**src/rtl/button_conditioner.sv**
```systemverilog
// Synchronises, debounces and edge-detects the four BASYS3 push-buttons and
// releases at most one single-cycle press pulse per clock, in U > D > L > R order.
module button_conditioner #(
  parameter int DEBOUNCE_CYCLES = 1000000,
  parameter int CNT_W           = $clog2(DEBOUNCE_CYCLES)
) (
  input  logic       CLK,
  input  logic       RESET,
  input  logic       BTNU_RAW,
  input  logic       BTND_RAW,
  input  logic       BTNL_RAW,
  input  logic       BTNR_RAW,
  output logic       BTNU,
  output logic       BTND,
  output logic       BTNL,
  output logic       BTNR,
  output logic [3:0] BTN_LEVEL,
  output logic       PRESS_ANY
);

  localparam logic [CNT_W-1:0] CNT_MAX = CNT_W'(DEBOUNCE_CYCLES - 1);

  logic [3:0] raw;
  logic [3:0] sync1;
  logic [3:0] sync2;
  logic [3:0] stable;
  logic [3:0] rise;
  logic [3:0] pend;
  logic [3:0] pend_next;
  logic [3:0] grant;
  logic [3:0] pulse;
  logic       press_any_q;

  assign raw = {BTNU_RAW, BTND_RAW, BTNL_RAW, BTNR_RAW};

  always_ff @(posedge CLK) begin
    if (RESET) begin
      sync1 <= '0;
      sync2 <= '0;
    end else begin
      sync1 <= raw;
      sync2 <= sync1;
    end
  end

  // The counter only advances while the synchronised input disagrees with the
  // stable state; any agreeing sample restarts the stability window.
  for (genvar i = 0; i < 4; i++) begin : g_btn
    logic             s;
    logic [CNT_W-1:0] c;
    logic             at_max;

    assign at_max = (c == CNT_MAX);

    always_ff @(posedge CLK) begin
      if (RESET) begin
        s <= 1'b0;
        c <= '0;
      end else if (sync2[i] == s) begin
        c <= '0;
      end else if (!at_max) begin
        c <= c + CNT_W'(1);
      end else begin
        s <= sync2[i];
        c <= '0;
      end
    end

    assign stable[i] = s;
    assign rise[i]   = ~s & sync2[i] & at_max;
  end

  // Grant looks only at presses already queued; a new rise on the same bit
  // re-queues it even when that bit is being granted this cycle.
  always_comb begin
    grant = 4'b0000;
    if (pend[3])      grant = 4'b1000;
    else if (pend[2]) grant = 4'b0100;
    else if (pend[1]) grant = 4'b0010;
    else if (pend[0]) grant = 4'b0001;
    pend_next = (pend & ~grant) | rise;
  end

  always_ff @(posedge CLK) begin
    if (RESET) begin
      pend        <= '0;
      pulse       <= '0;
      press_any_q <= 1'b0;
    end else begin
      pend        <= pend_next;
      pulse       <= grant;
      press_any_q <= |grant;
    end
  end

  assign {BTNU, BTND, BTNL, BTNR} = pulse;
  assign BTN_LEVEL                = stable;
  assign PRESS_ANY                = press_any_q;

endmodule

```
**config.mk**
```make
export PLATFORM = sky130hd
export DESIGN_NAME = button_conditioner
export DESIGN_NICKNAME = d
export VERILOG_FILES = /design/src/rtl/button_conditioner.sv
export SDC_FILE = /design/constraint.sdc
export NUM_CORES = 1
export LEC_CHECK = 0
export BUFFER_PORTS_ARGS = -buffer_cell sky130_fd_sc_hd__buf_4
export CAP_MARGIN = 20
export CORE_ASPECT_RATIO = 1.5
export CORE_MARGIN = 2
export CORE_UTILIZATION = 40
export DETAILED_ROUTE_END_ITERATION = 6
export GPL_ROUTABILITY_DRIVEN = 0
export GPL_TIMING_DRIVEN = 1
export PLACE_DENSITY = 0.55
export SETUP_SLACK_MARGIN = 0.5
export SLEW_MARGIN = 15
export SYNTH_ARGS = -nofsm -noshare
export SYNTH_HDL_FRONTEND = slang
export SYNTH_SLANG_ARGS = --single-unit
```
**constraint.sdc**
```tcl
create_clock -name CLK -period 2.29 [get_ports CLK]
set_input_delay 0.5725 -clock CLK [delete_from_list [all_inputs] [get_ports CLK]]
set_output_delay 0.5725 -clock CLK [all_outputs]
set_load 0.1 [all_outputs]
```
==> results.cfg, run 1 <==
[synth]
synth_cell_type_count = 39
synth-edff-count = 0
avgSynthCellArea_um2 = 8.79
yosys.area.top_type = dfxtp_1
synth.area.top_cells = dfxtp_1 46%, xnor2_1 5.8%, nor2_1 5.8%
yosysSeqAreaShare_pct = 46.5
ys.flop_type = dfxtp_1
syn_nets = 509
ys_warn_count = 0
netlist_area_um2 = 4350
syn_inst = 495
synthArstFlopShare_pct = 0
synth_seq_cells = 101
synth_top_cell_area_share_pct = 46.5

[setup_path]
critPathArrivalTime_ns = 2.09
cp_cell_sequence = ha_4, nand2_2, or4_4, or4_4, a21oi_2
r2r-start = g_btn[0].c[0]$_SDFF_PP0_
critPathMaxFanout = 5
crit_path_max_incr_delay_ns = 0.56
end_kind = flop
required_ns = 2.57
cp-start-kind = flop
critPathLaunch = g_btn[0].c[0]$_SDFF_PP0_
slowest_stage = or4_4
path_class = flop to flop
critPathMostFrequentCell = or4_4
critPathBufInv = 0
cp_top_family = simple AND/OR/NAND/NOR gates

[detailed_routing]
viasPerCell = 5.14
drt_first_iter_violations = 117
firstDrtPassIters = 4
finalWirelength_um = 8310
final_antenna_net_count = 0
drc_errors = 0
vias = 3452
wl_per_cell_um = 12.4

[floorplan]
fp.dieH_um = 132
rows = 46
fp.coreArea_um2 = 10600
initial_utilization_pct = 41.1
dieArea_um2 = 11700
io_pins = 15
chipWidth_um = 89.1

[job]
max_cap_viol_count = 0

[layout]
diodes = 0
nFillCells = 1021
area_growth_pct = 22.3
multi_input_area_um2 = 2330
drive_above_1_share_pct = 21.8
fin_nets = 536
design_area_um2 = 5320
seq_area_um2 = 2050

[sta]
relSlewSlack_pct = 75.5
setup_violations = 0
max_freq_mhz = 551
min_period_over_period_pct = 79.3
fin_crit_ns = 1.82
rsz0062_at_grt = true
clock_skew_ns = 0.00730
tightest_slew_ns = 0.364
setup_tns_ns = 0
drv_slew = 0
finalHoldViolCount = 0

[clock_tree]
htree_levels = 3
cts.sinks = 101
clockBufferDepth = 2
numCtsBuffers = 9
cts_root_buf = clkbuf_16
cts_tree = done
clock_latency_ns = 0.34
clk_pin_slew_ns = 0.07

[power]
p_leak_nw = 1.68
vdd_drop_max_mv = 0.378
power.total_mw = 3.31
power_density_nw_per_um2 = 622

[global_route]
grt_pass1_vias = 3296
grt_antenna_before_repair = 0
grt-ovfl-total = 0
grt_max_degree = 26
grt_pass1_wl_um = 14300
track_usage_pct = 14.9

[run_status]
status = completed

[placement]
io_buffers = 14
postPlaceCellArea_um2 = 4650
hpwl_um = 5550

[hold_path]
hold_class = flop to flop
worstHoldStart = g_btn[3].c[0]$_SDFF_PP0_
## worst paths after layout
| kind | end | cells after the start | slack [ns] |
|---|---|---|---|
| worst max-delay path | g_btn[0].c[18]$_SDFF_PP0_ | 5 | 0.47 |
| worst min-delay path | g_btn[3].c[0]$_SDFF_PP0_ | 1 | 0.44 |
| worst max register to register | g_btn[0].c[18]$_SDFF_PP0_ | 5 | 0.47 |
| worst min register to register | g_btn[3].c[0]$_SDFF_PP0_ | 1 | 0.44 |
## cell type report
class	instances	share of cell area, %
multi-input cells	350	43.8
flip-flops and latches	101	38.6
repair buffers	38	7.06
clock buffers	13	5.27
well taps	144	3.39
inverters	22	1.55
clock inverters	3	0.329
## where the power goes
| part | switching [mW] | internal, mW |
|---|---|---|
| Sequential | 0.00524 | 1.76 |
| Clock | 0.632 | 0.852 |
| Combinational | 0.0286 | 0.0286 |
## cells in the final DEF, fill, tap and decap left out, drive strengths merged, types with 4 or more instances in the layout
cell,netlist,routed
nor4,13,13
o31ai,10,10
xnor2,29,29
nor2,67,67
clkbuf,13,14
nor3,7,7
nand2,25,25
a21oi,30,30
o21ai,19,19
nand3,27,27
and2,4,4
xor2,17,17
dfxtp,101,101
nand4,17,17
or3,21,21
and4,6,6
buf,9,36
inv,22,22
ha,8,8
nor2b,10,10
nor4b,4,4
or4,11,11
and3,4,4
## per-stage QoR
step | setup slack [ns] | hold slack [ns] | util [%] | cells
after floorplan | 0.462 | 0.413 | - | 495
after global placement | 0.389 | 0.420 | 43.9 | 640
after detailed placement | 0.319 | 0.432 | 43.9 | 640
after CTS | 0.505 | 0.435 | 48.4 | 662
after global routing | 0.425 | 0.451 | 50.2 | 671
final | 0.475 | 0.437 | 50.2 | 671
## registers in the layout, summed over array words and instances (netlist names)
signal	cells
PRESS_ANY	1
sync1	4
pend	4
g_btn.c	80
pulse	4
g_btn.s	4
sync2	4
## logic make-up (layout without fill, tap and decap cells)
| group | count (synthesis) | in the layout | synth area share (%) |
|---|---|---|---|
| DFF | 101 | 101 | 46.5 |
| buffers and inverters | 44 | 76 | 4.43 |
| and+or+nand+nor | 228 | 228 | 28.4 |
| adders and majority gates | 8 | 8 | 2.30 |
| xor gates and xnor gates | 46 | 46 | 9.26 |
| AOI/OAI and AO/OA | 68 | 68 | 9.15 |
## synth_stat cells (all sizes together), types with 4 or more instances
| cell | number |
|---|---|
| dfxtp | 101 |
| nor2 | 67 |
| a21oi | 30 |
| xnor2 | 29 |
| nand3 | 27 |
| nand2 | 25 |
| inv | 22 |
| or3 | 21 |
| o21ai | 19 |
| nand4 | 17 |
| xor2 | 17 |
| clkbuf | 13 |
| nor4 | 13 |
| or4 | 11 |
| nor2b | 10 |
| o31ai | 10 |
| buf | 9 |
| ha | 8 |
| nor3 | 7 |
| and4 | 6 |
| and2 | 4 |
| and3 | 4 |
| nor4b | 4 |
## metal layers
layer  track usage (%)  part of all wire [%]
met1              17.7                    45
met2              25.8                    51
met3              3.20                   2.6
met4              5.14                   1.4
met5                 0                     0
## what timing repair did
action                                  in CTS  in global routing
buffers inserted                             4                  8
resized for setup                           20                 34
pin swaps                                    4                 12
endpoints found under the setup margin      43                 76
cloned                                       2                  1
hold buffers                                 0                  0
## worst reg2reg max path: stages (launching register included)
cell     delay, ns
dfxtp_4       0.38
ha_4          0.15
nand2_2       0.06
or4_4         0.56
or4_4         0.49
a21oi_2       0.12
(Power assumes the default switching activity.)
==> inputs of run 2 (changes only) <==
ABC_AREA = 1   (was unset)
PLACE_DENSITY = 0.57   (was 0.55)
clock period = 1.5 ns   (was 2.29 ns; I/O delays follow)
==> run 2 against run 1 <==
- total power is 63% higher
- worst setup slack worse by 0.32 ns
- wire length is 49% higher
- non-clock buffer count is 31 higher
- die area is 13% higher
- highest routed layer unchanged
==> results.cfg, run 2 <==
[synth]
synth-edff-count = 0
yosysMostFrequentCell = nor2_1
avgSynthCellArea_um2 = 6.97
synth_top_cell_area_share_pct = 40.8
synthArstFlopShare_pct = 0
yosysSeqAreaShare_pct = 40.8
yosys.area.top_type = dfxtp_1
syn_inst = 711
ys.flop_type = dfxtp_1
synth_cell_type_count = 33
synth.area.top_cells = dfxtp_1 41%, nor2_1 12%, nand2_1 11%
synth_commonest_cells = 164 x nor2_1, 151 x nand2_1, 101 x dfxtp_1, 86 x inv_1, 51 x nand3_1
netlist_area_um2 = 4950
ys_warn_count = 0
synth_seq_cells = 101
syn_nets = 725

[layout]
stdcell_count = 942
nFillCells = 1087
top_register = g_btn.c
multi_input_area_um2 = 3310
final_core_util_pct = 59.2
area_growth_pct = 43.6
final_common_cell = nand2_1
drive_above_1_share_pct = 41.2
fin_nets = 798
largest_register_ffs = 80
diodes = 0
seq_area_um2 = 2120
final_cell_mix = 131 x nand2_1, 100 x nor2_1, 75 x inv_1

[clock_tree]
clk_pin_slew_ns = 0.07
clockBufferDepth = 2
numCtsBuffers = 9
htree_levels = 3
cts_root_buf = clkbuf_16
clock_latency_ns = 0.35
cts_tree = done
cts.sinks = 101

[setup_path]
slowest_stage = dfxtp_4
cp_cell_sequence = ha_4, nand3_4, nor3_4, nand3_2, nand2_4, clkbuf_16, a21oi_2
critPathArrivalTime_ns = 1.59
reg2reg_depth = 7
cp-start-kind = flop
crit_path_max_incr_delay_ns = 0.36
end_kind = flop
path_class = flop to flop
critPathMaxFanout = 5
required_ns = 1.74

[sta]
min_period_over_period_pct = 89.7
setup_tns_ns = 0
setup_violations = 0
tightest_slew_ns = 0.272
max_freq_mhz = 743
finalHoldViolCount = 0
setup_ws_ns = 0.154
drv_slew = 0
clock_skew_ns = 0.00986
fin_crit_ns = 1.35
relSlewSlack_pct = 81.7
rsz0062_at_grt = true

[power]
power.total_mw = 5.41
p_leak_nw = 2.28
clkPwrFrac_pct = 47.4
swShare_pct = 20.4
pwr-share-seq_pct = 49.6
power.switching_mw = 1.10
vdd_drop_max_mv = 0.597
p_int_mw = 4.31
power_frac_comb_pct = 3.0
power_density_nw_per_um2 = 760

[global_route]
grt_pass1_vias = 4508
grt_max_degree = 18
grt_antenna_before_repair = 0
grt-ovfl-total = 0
track_usage_pct = 18.8
grt_pass1_wl_um = 20000

[placement]
dp_slack_ns = 0.119
io_buffers = 14
hpwl_um = 7790
dp_cells = 871

[floorplan]
io_pins = 15
initial_utilization_pct = 41.2
fp.dieH_um = 140
chipWidth_um = 94.9
fp.coreArea_um2 = 12000
dieArea_um2 = 13300
rows = 49

[detailed_routing]
drt_first_iter_violations = 127
finalWirelength_um = 12400
firstDrtPassIters = 4
drc_errors = 0
final_antenna_net_count = 0
vias = 4632
viasPerCell = 4.92
wl_per_cell_um = 13.1

[hold_path]
min_path_cells = 3
hold_class = input port to flop

[job]
max_cap_viol_count = 0

[run_status]
status = completed
run 2: timing repair:
item,4_1_cts,5_1_grt
hold endpoints to repair,0,0
pin swaps,32,26
gates cloned,7,3
hold buffers,0,0
buffers inserted,39,6
resized for setup,120,99
setup endpoints to repair,97,98
run 2: cells by family (layout without fill, tap and decap cells):
kind of cell,Yosys count,in the layout,share of synthesized area [%]
and+or+nand+nor,419,424,37.2
buffers and inverters,102,175,8.59
DFF,101,101,40.8
AOI/OAI and AO/OA,41,41,4.34
xor gates and xnor gates,40,40,7.07
adders and majority gates,8,8,2.02
run 2: final cells by class:
| class | count | share of cell area (%) |
|---|---|---|
| flip-flops and latches | 101 | 29.9 |
| repair buffers | 69 | 11.6 |
| inverters | 90 | 4.77 |
| clock buffers | 13 | 3.66 |
| well taps | 153 | 2.69 |
| multi-input cells | 513 | 46.5 |
| clock inverters | 3 | 0.950 |
run 2: metrics by stage:
stage	instance area, um^2	hold WS [ns]
5_1_grt	7120	0.239
3_5_place_dp	5510	0.395
3_3_place_gp	5510	0.391
4_1_cts	6680	0.224
2_1_floorplan	5250	0.388
6_report	7120	0.231
run 2: worst paths after layout:
path / startpoint / endpoint / slack [ns]
worst max-delay path: g_btn[3].c[0]$_SDFF_PP0_ / g_btn[3].c[14]$_SDFF_PP0_ / 0.15
worst min-delay path: BTNU_RAW / sync1[3]$_SDFF_PP0_ / 0.23
worst max register to register: g_btn[3].c[0]$_SDFF_PP0_ / g_btn[3].c[14]$_SDFF_PP0_ / 0.15
worst min register to register: sync1[0]$_SDFF_PP0_ / sync2[0]$_SDFF_PP0_ / 0.40
run 2: critical path: cells and delay by family, from the launching register on:
kind                       cells  cell delay (ns)
and+or+nand+nor                4             0.53
DFF                            1             0.36
buffers and inverters          1             0.17
adders and majority gates      1             0.15
AOI/OAI and AO/OA              1             0.03
run 2: power by group through the flow:
stage / Sequential (mW) / Combinational [mW] / Clock [mW]
5_1_grt: 2.68 / 0.173 / 2.74
3_5_place_dp: 2.75 / 0.0878 / 0
6_report: 2.68 / 0.161 / 2.56
3_3_place_gp: 2.75 / 0.0865 / 0
4_1_cts: 2.68 / 0.137 / 2.63
2_1_floorplan: 2.75 / 0.0607 / 0
run 2: routing by layer:
layer / GRT usage [%] / wire length, um / vias up
met3: 3.23 / 291 / 32
met4: 8.62 / 386 / 0
met1: 20.4 / 5010 / 2184
met2: 34.5 / 6670 / 66
met5: 0 / 0 / -
li1: - / - / 2350
